## src/rtl/mem_load_sched_pkg.sv

```systemverilog
// rtl/mem_load_sched_pkg.sv - shared state encoding and default widths for mem_load_sched
package mem_load_sched_pkg;

    localparam int DEF_DATA_WIDTH  = 8;
    localparam int DEF_IF_WIDTH    = 16;
    localparam int DEF_KERNEL_SIZE = 9;
    localparam int DEF_CNT_WIDTH   = 6;

    typedef enum logic [2:0] {
        S_IDLE     = 3'd0,
        S_ACT_FLAG = 3'd1,
        S_ACT_DATA = 3'd2,
        S_WEI_FLAG = 3'd3,
        S_WEI_DATA = 3'd4,
        S_START    = 3'd5,
        S_RUN      = 3'd6,
        S_DONE     = 3'd7
    } state_t;

endpackage

```

## src/rtl/mem_load_sched_if.sv

```systemverilog
// rtl/mem_load_sched_if.sv - input beat stream shared by the DMA/FIFO source and the scheduler
interface mem_load_sched_if
    import mem_load_sched_pkg::*;
#(
    parameter int DATA_WIDTH = DEF_DATA_WIDTH,
    parameter int IF_WIDTH   = DEF_IF_WIDTH
);

    logic                           in_valid;
    logic                           in_ready;
    logic [DATA_WIDTH*IF_WIDTH-1:0] in_data;

    modport master (output in_valid, output in_data, input in_ready);
    modport slave  (input in_valid, input in_data, output in_ready);

endinterface

```

## src/rtl/mem_load_sched_popcount_9.sv

```systemverilog
// rtl/mem_load_sched_popcount_9.sv - combinational population count of a weight flag
module popcount_9 #(
    parameter int WIDTH = 9
) (
    input  logic [WIDTH-1:0] bits,
    output logic [3:0]       count
);

    always_comb begin
        count = 4'd0;
        for (int i = 0; i < WIDTH; i++) begin
            count = count + {3'd0, bits[i]};
        end
    end

endmodule

```

## src/rtl/mem_load_sched.sv

```systemverilog
// rtl/mem_load_sched.sv - fills mem_controller from one stream, pulses start, waits for rows, signals done
// Optional perf counters are built when MEM_LOAD_SCHED_PERF_EN is defined.
module mem_load_sched
    import mem_load_sched_pkg::*;
#(
    parameter int DATA_WIDTH  = DEF_DATA_WIDTH,
    parameter int IF_WIDTH    = DEF_IF_WIDTH,
    parameter int KERNEL_SIZE = DEF_KERNEL_SIZE,
    parameter int CNT_WIDTH   = DEF_CNT_WIDTH
) (
    input  logic                           clk,
    input  logic                           reset,
    input  logic                           cfg_valid,
    output logic                           cfg_ready,
    input  logic                           cfg_mode,
    input  logic [CNT_WIDTH-1:0]           cfg_act_rows,
    input  logic [CNT_WIDTH-1:0]           cfg_wei_kernels,
    input  logic [CNT_WIDTH-1:0]           cfg_run_rows,
    mem_load_sched_if.slave                in_bus,
    output logic                           mode,
    output logic                           wr_req_act_flag,
    output logic [IF_WIDTH-1:0]            wr_data_act_flag,
    output logic [IF_WIDTH-1:0]            wr_req_act,
    output logic [DATA_WIDTH*IF_WIDTH-1:0] wr_data_act,
    output logic                           wr_req_wei_flag,
    output logic [KERNEL_SIZE-1:0]         wr_data_wei_flag,
    output logic                           wr_req_wei,
    output logic [DATA_WIDTH-1:0]          wr_data_wei,
    output logic                           start,
    input  logic                           row_cal_done,
    output logic                           busy,
    output logic                           done
`ifdef MEM_LOAD_SCHED_PERF_EN
    ,
    output logic [31:0]                    perf_stall_cycles,
    output logic [31:0]                    perf_run_cycles
`endif
);

    localparam logic [CNT_WIDTH-1:0] CNT_ONE = 1;

    state_t               state;
    logic [CNT_WIDTH-1:0] act_rows;
    logic [CNT_WIDTH-1:0] wei_kernels;
    logic [CNT_WIDTH-1:0] run_rows;
    logic [CNT_WIDTH-1:0] row_cnt;
    logic [CNT_WIDTH-1:0] kern_cnt;
    logic [CNT_WIDTH-1:0] wei_rem;
    logic [CNT_WIDTH-1:0] run_cnt;
    logic [3:0]           wei_pop;
    logic [CNT_WIDTH-1:0] wei_pop_ext;
    logic                 accept;
    logic                 kern_last;

    assign in_bus.in_ready = (state == S_ACT_FLAG) || (state == S_ACT_DATA) ||
                             (state == S_WEI_FLAG) || (state == S_WEI_DATA);
    assign cfg_ready   = (state == S_IDLE);
    assign busy        = (state != S_IDLE);
    assign accept      = in_bus.in_valid && in_bus.in_ready;
    assign wei_pop_ext = {{(CNT_WIDTH-4){1'b0}}, wei_pop};
    assign kern_last   = ((kern_cnt + CNT_ONE) == wei_kernels);

    popcount_9 #(.WIDTH(KERNEL_SIZE)) u_popcount (
        .bits  (in_bus.in_data[KERNEL_SIZE-1:0]),
        .count (wei_pop)
    );

    // wr_data_act_flag doubles as the lane-enable register for the following data beat.
    always_ff @(posedge clk or posedge reset) begin
        if (reset) begin
            state            <= S_IDLE;
            act_rows         <= '0;
            wei_kernels      <= '0;
            run_rows         <= '0;
            row_cnt          <= '0;
            kern_cnt         <= '0;
            wei_rem          <= '0;
            run_cnt          <= '0;
            mode             <= 1'b0;
            wr_req_act_flag  <= 1'b0;
            wr_data_act_flag <= '0;
            wr_req_act       <= '0;
            wr_data_act      <= '0;
            wr_req_wei_flag  <= 1'b0;
            wr_data_wei_flag <= '0;
            wr_req_wei       <= 1'b0;
            wr_data_wei      <= '0;
            start            <= 1'b0;
            done             <= 1'b0;
        end else begin
            wr_req_act_flag <= 1'b0;
            wr_req_act      <= '0;
            wr_req_wei_flag <= 1'b0;
            wr_req_wei      <= 1'b0;
            start           <= 1'b0;
            done            <= 1'b0;
            case (state)
                S_IDLE: begin
                    if (cfg_valid) begin
                        act_rows    <= cfg_act_rows;
                        wei_kernels <= cfg_wei_kernels;
                        run_rows    <= cfg_run_rows;
                        mode        <= cfg_mode;
                        row_cnt     <= '0;
                        kern_cnt    <= '0;
                        run_cnt     <= '0;
                        wei_rem     <= '0;
                        if (cfg_act_rows != '0)         state <= S_ACT_FLAG;
                        else if (cfg_wei_kernels != '0) state <= S_WEI_FLAG;
                        else                            state <= S_START;
                    end
                end
                S_ACT_FLAG: begin
                    if (accept) begin
                        wr_req_act_flag  <= 1'b1;
                        wr_data_act_flag <= in_bus.in_data[IF_WIDTH-1:0];
                        state            <= S_ACT_DATA;
                    end
                end
                S_ACT_DATA: begin
                    if (accept) begin
                        wr_req_act  <= wr_data_act_flag;
                        wr_data_act <= in_bus.in_data;
                        row_cnt     <= row_cnt + CNT_ONE;
                        if ((row_cnt + CNT_ONE) != act_rows) state <= S_ACT_FLAG;
                        else if (wei_kernels != '0)          state <= S_WEI_FLAG;
                        else                                 state <= S_START;
                    end
                end
                S_WEI_FLAG: begin
                    if (accept) begin
                        wr_req_wei_flag  <= 1'b1;
                        wr_data_wei_flag <= in_bus.in_data[KERNEL_SIZE-1:0];
                        wei_rem          <= wei_pop_ext;
                        if (wei_pop == 4'd0) begin
                            kern_cnt <= kern_cnt + CNT_ONE;
                            state    <= kern_last ? S_START : S_WEI_FLAG;
                        end else begin
                            state <= S_WEI_DATA;
                        end
                    end
                end
                S_WEI_DATA: begin
                    if (accept) begin
                        wr_req_wei  <= 1'b1;
                        wr_data_wei <= in_bus.in_data[DATA_WIDTH-1:0];
                        wei_rem     <= wei_rem - CNT_ONE;
                        if (wei_rem == CNT_ONE) begin
                            kern_cnt <= kern_cnt + CNT_ONE;
                            state    <= kern_last ? S_START : S_WEI_FLAG;
                        end
                    end
                end
                S_START: begin
                    start <= 1'b1;
                    state <= (run_rows == '0) ? S_DONE : S_RUN;
                end
                S_RUN: begin
                    if (row_cal_done) begin
                        run_cnt <= run_cnt + CNT_ONE;
                        if ((run_cnt + CNT_ONE) == run_rows) state <= S_DONE;
                    end
                end
                S_DONE: begin
                    done  <= 1'b1;
                    state <= S_IDLE;
                end
                default: state <= S_IDLE;
            endcase
        end
    end

`ifdef MEM_LOAD_SCHED_PERF_EN
    always_ff @(posedge clk or posedge reset) begin
        if (reset) begin
            perf_stall_cycles <= '0;
            perf_run_cycles   <= '0;
        end else if (state == S_IDLE && cfg_valid) begin
            perf_stall_cycles <= '0;
            perf_run_cycles   <= '0;
        end else begin
            if (in_bus.in_ready && !in_bus.in_valid) perf_stall_cycles <= perf_stall_cycles + 32'd1;
            if (state == S_RUN)                      perf_run_cycles   <= perf_run_cycles + 32'd1;
        end
    end
`endif

endmodule

```

## src/flat_wrapper.sv

```systemverilog
// flat-port wrapper written by rule: the top's interface ports become plain ports
module mem_load_sched_flat import mem_load_sched_pkg::*;
#(
    parameter int DATA_WIDTH  = DEF_DATA_WIDTH,
    parameter int IF_WIDTH    = DEF_IF_WIDTH,
    parameter int KERNEL_SIZE = DEF_KERNEL_SIZE,
    parameter int CNT_WIDTH   = DEF_CNT_WIDTH
)
  (clk, reset, cfg_valid, cfg_ready, cfg_mode, cfg_act_rows, cfg_wei_kernels, cfg_run_rows, mode, wr_req_act_flag, wr_data_act_flag, wr_req_act, wr_data_act, wr_req_wei_flag, wr_data_wei_flag, wr_req_wei, wr_data_wei, start, row_cal_done, busy, done, in_bus_in_valid, in_bus_in_data, in_bus_in_ready);
  mem_load_sched_if #(.DATA_WIDTH(DATA_WIDTH), .IF_WIDTH(IF_WIDTH)) in_bus_i ();
  input  logic clk;
  input  logic reset;
  input  logic cfg_valid;
  output logic cfg_ready;
  input  logic cfg_mode;
  input  logic [CNT_WIDTH-1:0] cfg_act_rows;
  input  logic [CNT_WIDTH-1:0] cfg_wei_kernels;
  input  logic [CNT_WIDTH-1:0] cfg_run_rows;
  output logic mode;
  output logic wr_req_act_flag;
  output logic [IF_WIDTH-1:0] wr_data_act_flag;
  output logic [IF_WIDTH-1:0] wr_req_act;
  output logic [DATA_WIDTH*IF_WIDTH-1:0] wr_data_act;
  output logic wr_req_wei_flag;
  output logic [KERNEL_SIZE-1:0] wr_data_wei_flag;
  output logic wr_req_wei;
  output logic [DATA_WIDTH-1:0] wr_data_wei;
  output logic start;
  input  logic row_cal_done;
  output logic busy;
  output logic done;
  input wire logic [$bits(in_bus_i.in_valid)-1:0] in_bus_in_valid;
  input wire logic [$bits(in_bus_i.in_data)-1:0] in_bus_in_data;
  output wire logic [$bits(in_bus_i.in_ready)-1:0] in_bus_in_ready;
  assign in_bus_i.in_valid = in_bus_in_valid;
  assign in_bus_i.in_data = in_bus_in_data;
  assign in_bus_in_ready = in_bus_i.in_ready;
  mem_load_sched #(.DATA_WIDTH(DATA_WIDTH), .IF_WIDTH(IF_WIDTH), .KERNEL_SIZE(KERNEL_SIZE), .CNT_WIDTH(CNT_WIDTH)) u_core (.clk(clk), .reset(reset), .cfg_valid(cfg_valid), .cfg_ready(cfg_ready), .cfg_mode(cfg_mode), .cfg_act_rows(cfg_act_rows), .cfg_wei_kernels(cfg_wei_kernels), .cfg_run_rows(cfg_run_rows), .in_bus(in_bus_i), .mode(mode), .wr_req_act_flag(wr_req_act_flag), .wr_data_act_flag(wr_data_act_flag), .wr_req_act(wr_req_act), .wr_data_act(wr_data_act), .wr_req_wei_flag(wr_req_wei_flag), .wr_data_wei_flag(wr_data_wei_flag), .wr_req_wei(wr_req_wei), .wr_data_wei(wr_data_wei), .start(start), .row_cal_done(row_cal_done), .busy(busy), .done(done));
endmodule
```

## config.mk

```make
export PLATFORM = sky130hd
export DESIGN_NAME = mem_load_sched_flat
export DESIGN_NICKNAME = d
export VERILOG_FILES = /design/src/rtl/mem_load_sched_pkg.sv /design/src/rtl/mem_load_sched_if.sv /design/src/rtl/mem_load_sched_popcount_9.sv /design/src/rtl/mem_load_sched.sv /design/src/flat_wrapper.sv
export SDC_FILE = /design/constraint.sdc
export NUM_CORES = 1
export LEC_CHECK = 0
export CORE_ASPECT_RATIO = 1.1
export CORE_MARGIN = 3
export CORE_UTILIZATION = 46
export DETAILED_ROUTE_END_ITERATION = 8
export PLACE_DENSITY = 0.81
export SYNTH_ARGS = -nofsm -noshare
export SYNTH_HDL_FRONTEND = slang
export SYNTH_HIERARCHICAL = 1
export SYNTH_SLANG_ARGS = --single-unit
```

## constraint.sdc

```tcl
create_clock -name clk -period 9.24 [get_ports clk]
set_input_delay 1.848 -clock clk [delete_from_list [all_inputs] [get_ports clk]]
set_output_delay 1.848 -clock clk [all_outputs]
set_load 0.03 [all_outputs]
```

==> reports/qor.txt, run 1 <==
WP data arrival: 6620 ps
FMAX: 0.160 GHz
CTS max path bufs: 3
Die H: 158 µm
Nets: 1483
Num CTS Buffers: 25
VDD IR max: 0.229 mV
Clk_lat worst skew: 510 ps
YS warnings: 6
Layout area overhead: 45.9%
CP Class: in -> reg
RSZ-0062 raised after global routing: false
Routability Congestion: 0.855
Clk slew on worst S/H paths: 60 ps
Time the worst path needs with I/O delays and setup: 6250 ps
Post-place setup slack: 2530 ps
Area leader, netlist: dfrtp_1
Tightest Hold Check Type: reg -> reg
Dpl hpwl: 19300 µm
DR pass1 iterations: 5
Area of the die: 0.0229 mm²
Routed len/inst: 17.5 µm
Register area share after synthesis: 0.587
Worst-Margin Slew: 1050 ps
Fin crit share: 0.676
Max transition margin: 0.300
Vias: 7970
Post-synth EDFFs: 0
Post-cts sizing count: 0
R2r setup slk: 5930 ps
Area share of the leading cell type in the synthesized netlist: 0.587
Routed WL: 27800 µm
Synth area leaders: dfrtp_1 (59%), nand2_1 (17%), mux2_2 (5.0%)
GR Overflow Total: 0
CP required: 9620 ps
Max_cap viols: 0
Asr flop ratio synth: 1.00
Vias in the first global route: 8090
Clk_skew: 6.47 ps
Final worst slack: 2990 ps
Maximum fanout along the worst path: 6
Total GRT Usage: 0.232
Startpoint Class: input port
# IOs: 338
Inserted Diodes: 0
DR WL met2: 13900 µm
Avg Cell Area, Syn: 9.77 µm²
Initial antenna violation count: 0
Mapped Cells: 994
PwrDens: 374 mW/mm²
Cell Area, Synth: 0.00971 mm²
Layout cells sized above 1: 0.0793
Number of instances in the placed design: 1548
Most frequent cell after synthesis: nand2_1
Initial core utilization: 0.470
Port buffer count: 337
Ys flop type: dfrtp_1
CTS tree: built
Row count: 55
Top layer reached by signal wires: met4
# Post-CTS Setup Buffers: 0
Fill cells: 1545
DRC Markers: 0
H-tree levels: 1
Yosys reg bits: 228
Slew Viols, Final: 0
Final setup fails: 0
Root Driver: clkbuf_16
Die width: 145 µm
# hold bufs at CTS: 0
Leakage: 6.68 nW
Non-filler cells, final: 1592
Post-DR vias/cell: 5.01
Final TNS setup: 0 ps
First-pass GRT wire length: 42400 µm
Post-synth cell types: 63
WL met1: 10900 µm
Met3 WL: 2190 µm
Core area: 0.0206 mm²
Endpoints failing hold: 0
Initial DRC count: 453
DRT antenna net count: 0
Status: finished, final reports clean
Commonest cells post-synth: nand2_1 (434), dfrtp_1 (228), mux2_2 (43)
Sink Count: 228
CP Capture Type: flip-flop
Pin count of the biggest net entering global routing: 103
Syn Nets: 1158
==> cell usage in the layout (no fill, tap or decap), types with 7 or more instances in the layout <==
cell             count
clkbuf_1             7
bufinv_16            7
nor4_1               7
o21ai_0             24
and2_1              21
nand2_1            434
xnor2_1             16
inv_1               19
clkbuf_16           25
nor2_1              29
dfrtp_1            228
clkdlybuf4s50_1    337
xor2_1               9
mux2_2              43
a21oi_1             13
ha_1                 7
nand3_1             12
nand2b_1             8
==> per-stage QoR <==
step | util | total power [mW] | hold slack [ps] | cell area, µm²
3_5_place_dp | 0.642 | 4.21 | 461 | 13300
6_report | 0.686 | 5.30 | 472 | 14200
5_1_grt | 0.686 | 5.61 | 496 | 14200
3_3_place_gp | 0.642 | 4.15 | 456 | 13300
4_1_cts | 0.686 | 5.35 | 476 | 14200
2_1_floorplan | - | 3.17 | 466 | 9710
==> final cells by class <==
class                           instances  area [µm²]  share of cell area
Sequential cell                       228        5710               0.403
Multi-Input combinational cell        700        3730               0.263
Timing Repair Buffer                  342        3410               0.241
Clock buffer                           35         693              0.0489
Tap cell                              256         320              0.0226
Clock inverter                          9         220              0.0155
Inverter                               22        90.1             0.00636
==> sequential cells by signal (all words and copies together), names as in the netlist, 8 cells and up <==
signal                   count
u_core/wr_data_act         128
u_core/wr_data_act_flag     16
u_core/wr_req_act           16
u_core/wr_data_wei_flag      9
u_core/wr_data_wei           8
==> critical path, stage by stage <==
cell             delay [ps]
clkdlybuf4s50_1         550
inv_1                    90
fa_1                    520
fa_1                    520
fa_1                    510
fa_1                    510
fa_1                    400
xnor2_1                 160
nor4_1                  760
nand2b_1                160
a21o_1                  270
o21ai_0                 220
o31ai_1                 100
==> logic make-up after synthesis <==
kind of cell / Yosys count / share of synthesized area
and+or+nand+nor: 546 / 0.236
adders and majority gates: 12 / 0.0193
xor gates and xnor gates: 26 / 0.0250
DFF: 228 / 0.587
muxes: 46 / 0.0535
buffers and inverters: 66 / 0.0305
AOI/OAI and AO/OA: 70 / 0.0480
==> where the power goes <==
group / internal, mW / leakage [nW] / switching (mW)
Sequential: 1.42 / 2.89 / 0.307
Clock: 0.715 / 0.445 / 0.389
Combinational: 1.03 / 3.35 / 1.45
==> final timing paths <==
check,depth (start not counted),end,start
worst min-delay path,2,u_core/wr_data_act[44]$_DFFE_PP0P_,u_core/wr_data_act[44]$_DFFE_PP0P_
worst min register to register,2,u_core/wr_data_act[44]$_DFFE_PP0P_,u_core/wr_data_act[44]$_DFFE_PP0P_
min in group asynchronous,2,u_core/wei_kernels[5]$_DFFE_PP0P_,reset
worst max-delay path,13,u_core/kern_cnt[5]$_DFFE_PP0P_,in_bus_in_data[0]
max in group asynchronous,3,u_core/act_rows[2]$_DFFE_PP0P_,reset
worst max register to register,7,u_core/row_cnt[4]$_DFFE_PP0P_,u_core/state[2]$_DFFE_PP0P_
==> per-layer routing <==
metal	global-route usage	vias up
met1	0.291	3851
met4	0.0671	0
met2	0.389	256
met5	0	-
met3	0.0703	48
li1	-	3815
No activity file was read; power rests on OpenSTA's default activity.
==> inputs of run 2 (changes only) <==
==> constraint.sdc (replaced) <==
create_clock -name clk -period 6.1 [get_ports clk]
set_input_delay 1.22 -clock clk [delete_from_list [all_inputs] [get_ports clk]]
set_output_delay 1.22 -clock clk [all_outputs]
set_load 0.03 [all_outputs]
==> run 2 against run 1 <==
Compared with the run above: critical path depth rose by 2; via count grew 0.51%; combinational power up 52%; first-iteration DRC count decreased by 23%; non-clock buffer count grew 1.
==> reports/qor.txt, run 2 (same netlist as run 1, synthesis figures left out) <==
Status: finished, final reports clean
# Post-CTS Setup Buffers: 0 (unchanged)
Startpoint Class: input port
Dpl hpwl: 19200 µm (-0.71%)
Flop pwr share: 0.330 (+0.005)
GR Overflow Total: 0 (unchanged)
Vias in the first global route: 7885 (-2.5%)
RSZ-0062 raised after global routing: false
Endpoints failing hold: 0 (unchanged)
CTS tree: built
Core area: 0.0206 mm² (unchanged)
Initial antenna violation count: 0 (unchanged)
Clk_lat worst skew: 510 ps (about the same)
CP Capture Type: flip-flop
Routed WL: 27400 µm (-1.6%)
Worst path top cell family by delay: adder cells
Slew Viols, Final: 0 (unchanged)
Logic pwr share: 0.475 (+0.008)
Fin crit share: 0.876
H-tree levels: 1 (unchanged)
Worst path bufs/invs: 3 (+1)
Reg-to-Reg Start: u_core/state[2]$_DFFE_PP0P_
Most common cell after layout, fill and taps aside: nand2_1
Net Switching: 3.26 mW (+52%)
CP required: 6510 ps (-3110 ps)
Vias: 8011 (+0.51%)
Critical Path Source: in_bus_in_data[0]
Final TNS setup: 0 ps (unchanged)
Final core occ: 0.684 (-0.00212)
Largest regs: u_core/wr_data_act (128), u_core/wr_data_act_flag (16), u_core/wr_req_act (16)
Layout cells sized above 1: 0.0800 (+0.000629)
Maximum fanout along the worst path: 9 (+3)
WP data arrival: 5750 ps (-870 ps)
Sw frac: 0.412 (+0.00765)
FMAX: 0.187 GHz
Largest Register: u_core/wr_data_act
# hold bufs at CTS: 0 (unchanged)
Cell mode on critical path: fa_1
Path depth of the worst reg2reg path: 5 (-2)
Max_cap viols: 0 (unchanged)
R2r setup slk: 3220 ps (-2710 ps)
Root Driver: clkbuf_16
Design Area, Final: 0.0141 mm² (-0.31%)
DRC Markers: 0 (unchanged)
Time the worst path needs with I/O delays and setup: 5340 ps
Routed len/inst: 17.2 µm (-1.7%)
Post-cts sizing count: 0 (unchanged)
Initial core utilization: 0.470 (unchanged)
Area of the die: 0.0229 mm² (unchanged)
P_int: 4.65 mW (+47%)
PwrDens: 560 mW/mm² (+50%)
Nets: 1484 (+0.067%)
Critical R2R Capture: u_core/wr_data_act[92]$_DFFE_PP0P_
CP Class: in -> reg
Pin count of the biggest net entering global routing: 149 (+45%)
GRT met3 Usage: 0.0661 (-0.00421)
Num CTS Buffers: 25 (unchanged)
Final setup fails: 0 (unchanged)
Leakage: 6.65 nW (-0.44%)
Routability Congestion: 0.849 (-0.74%)
CTS max path bufs: 3 (unchanged)
GR Util met1: 0.303 (+0.0115)
Critical-path cell list: clkdlybuf4s50_1 -> inv_1 -> fa_1 -> fa_1 -> fa_1 -> fa_1 -> fa_1 -> xnor2_1 -> nor4_1 -> buf_4 -> nand2b_1 -> a21o_1 -> nor2b_1 -> o21ai_0 -> o31ai_1
Crit path depth: 15 (+2)
Fill cells: 1541 (-0.26%)
Row count: 55 (unchanged)
DR pass1 iterations: 5 (unchanged)
# IOs: 338 (unchanged)
Layout area overhead: 45.4%
Max transition margin: 0.299 (-0.000991)
Layer with the highest usage: met2
Sink Count: 228 (unchanged)
VDD IR max: 0.355 mV (+55%)
Final Power: 7.91 mW (+49%)
Port buffer count: 337 (unchanged)
First-pass GRT wire length: 42000 µm (-0.73%)
DRT antenna net count: 0 (unchanged)
Total GRT Usage: 0.228 (-0.00361)
Die H: 158 µm (unchanged)
Initial DRC count: 347 (-23%)
Worst-Margin Slew: 1050 ps (+1.48 ps)
CP Capture Point: u_core/kern_cnt[4]$_DFFE_PP0P_
Tightest Hold Check Type: reg -> reg
Clock network power share: 0.195 (-0.013)
Post-DR vias/cell: 5.03 (+0.39%)
Largest register FFs: 128 (unchanged)
DP Area: 0.0133 mm² (+0.22%)
Clk slew on worst S/H paths: 60 ps (about the same)
Most frequent cells in the layout: nand2_1 (434), clkdlybuf4s50_1 (337), dfrtp_1 (228)
Inserted Diodes: 0 (unchanged)
Met2 Use GR: 0.373 (-0.0163)
Clk_skew: 6.15 ps (-0.326 ps)
Critical path's slowest cell: clkdlybuf4s50_1
Die width: 145 µm (unchanged)
Slowest cell delay on critical path: 540 ps (-220 ps)
## run 2: cell types whose count changed in the layout (fill, tap and decap cells not counted), sizes merged
cell      change
clkinvlp      +2
buf           +1
clkinv        +1
inv           -1
bufinv        -4
clkbuf        +3
## run 2: power by group through the flow
stage / sequential (mW) / clock [mW] / combinational, mW
2_1_floorplan: 3.54 / 0 / 1.26
6_report: 2.61 / 1.54 / 3.76
5_1_grt: 2.70 / 1.63 / 4.02
3_5_place_dp: 2.62 / 0 / 3.76
4_1_cts: 2.61 / 1.57 / 3.79
3_3_place_gp: 2.60 / 0 / 3.70
## run 2: per-stage QoR
stage               cells  hold WS [ps]  setup slack (ps)
finish               1594           472               755
global route         1594           493               678
CTS                  1594           476               833
detailed placement   1549           461               288
global placement     1549           457               477
floorplan             994           466              1130
## run 2: how the worst min path moves through the flow
stage	startpoint	cells after the start	slack [ps]	endpoint
2_1_floorplan	u_core/kern_cnt[5]$_DFFE_PP0P_	1	470	u_core/kern_cnt[5]$_DFFE_PP0P_
3_3_place_gp	u_core/wr_data_act[35]$_DFFE_PP0P_	2	460	u_core/wr_data_act[35]$_DFFE_PP0P_
3_5_place_dp	u_core/wr_data_act[120]$_DFFE_PP0P_	2	460	u_core/wr_data_act[120]$_DFFE_PP0P_
4_1_cts	u_core/wr_data_act[17]$_DFFE_PP0P_	2	480	u_core/wr_data_act[17]$_DFFE_PP0P_
5_1_grt	u_core/wr_data_act[47]$_DFFE_PP0P_	2	490	u_core/wr_data_act[47]$_DFFE_PP0P_
6_report	u_core/wr_data_act[120]$_DFFE_PP0P_	2	470	u_core/wr_data_act[120]$_DFFE_PP0P_
## run 2: cell type report
cell class | count | area (µm²) | area share
timing repair buffer | 343 | 3440 | 0.244
clock buffer | 38 | 724 | 0.0513
tap | 256 | 320 | 0.0227
inverter | 22 | 86.3 | 0.00611
multi-input combinational | 700 | 3730 | 0.264
sequential | 228 | 5710 | 0.404
clock inverter | 7 | 116 | 0.00824
## run 2: layer usage
layer / vias to the layer above / part of all wire / wire [µm]
li1: 3825 / - / -
met1: 3898 / 0.41 / 11200
met2: 252 / 0.49 / 13500
met3: 36 / 0.079 / 2170
met4: 0 / 0.020 / 544
met5: - / 0 / 0
## run 2: worst min-delay path: stages, from the launching register on
cell,delay [ps]
dfrtp_1,340
nand2_1,50
nand2_1,60
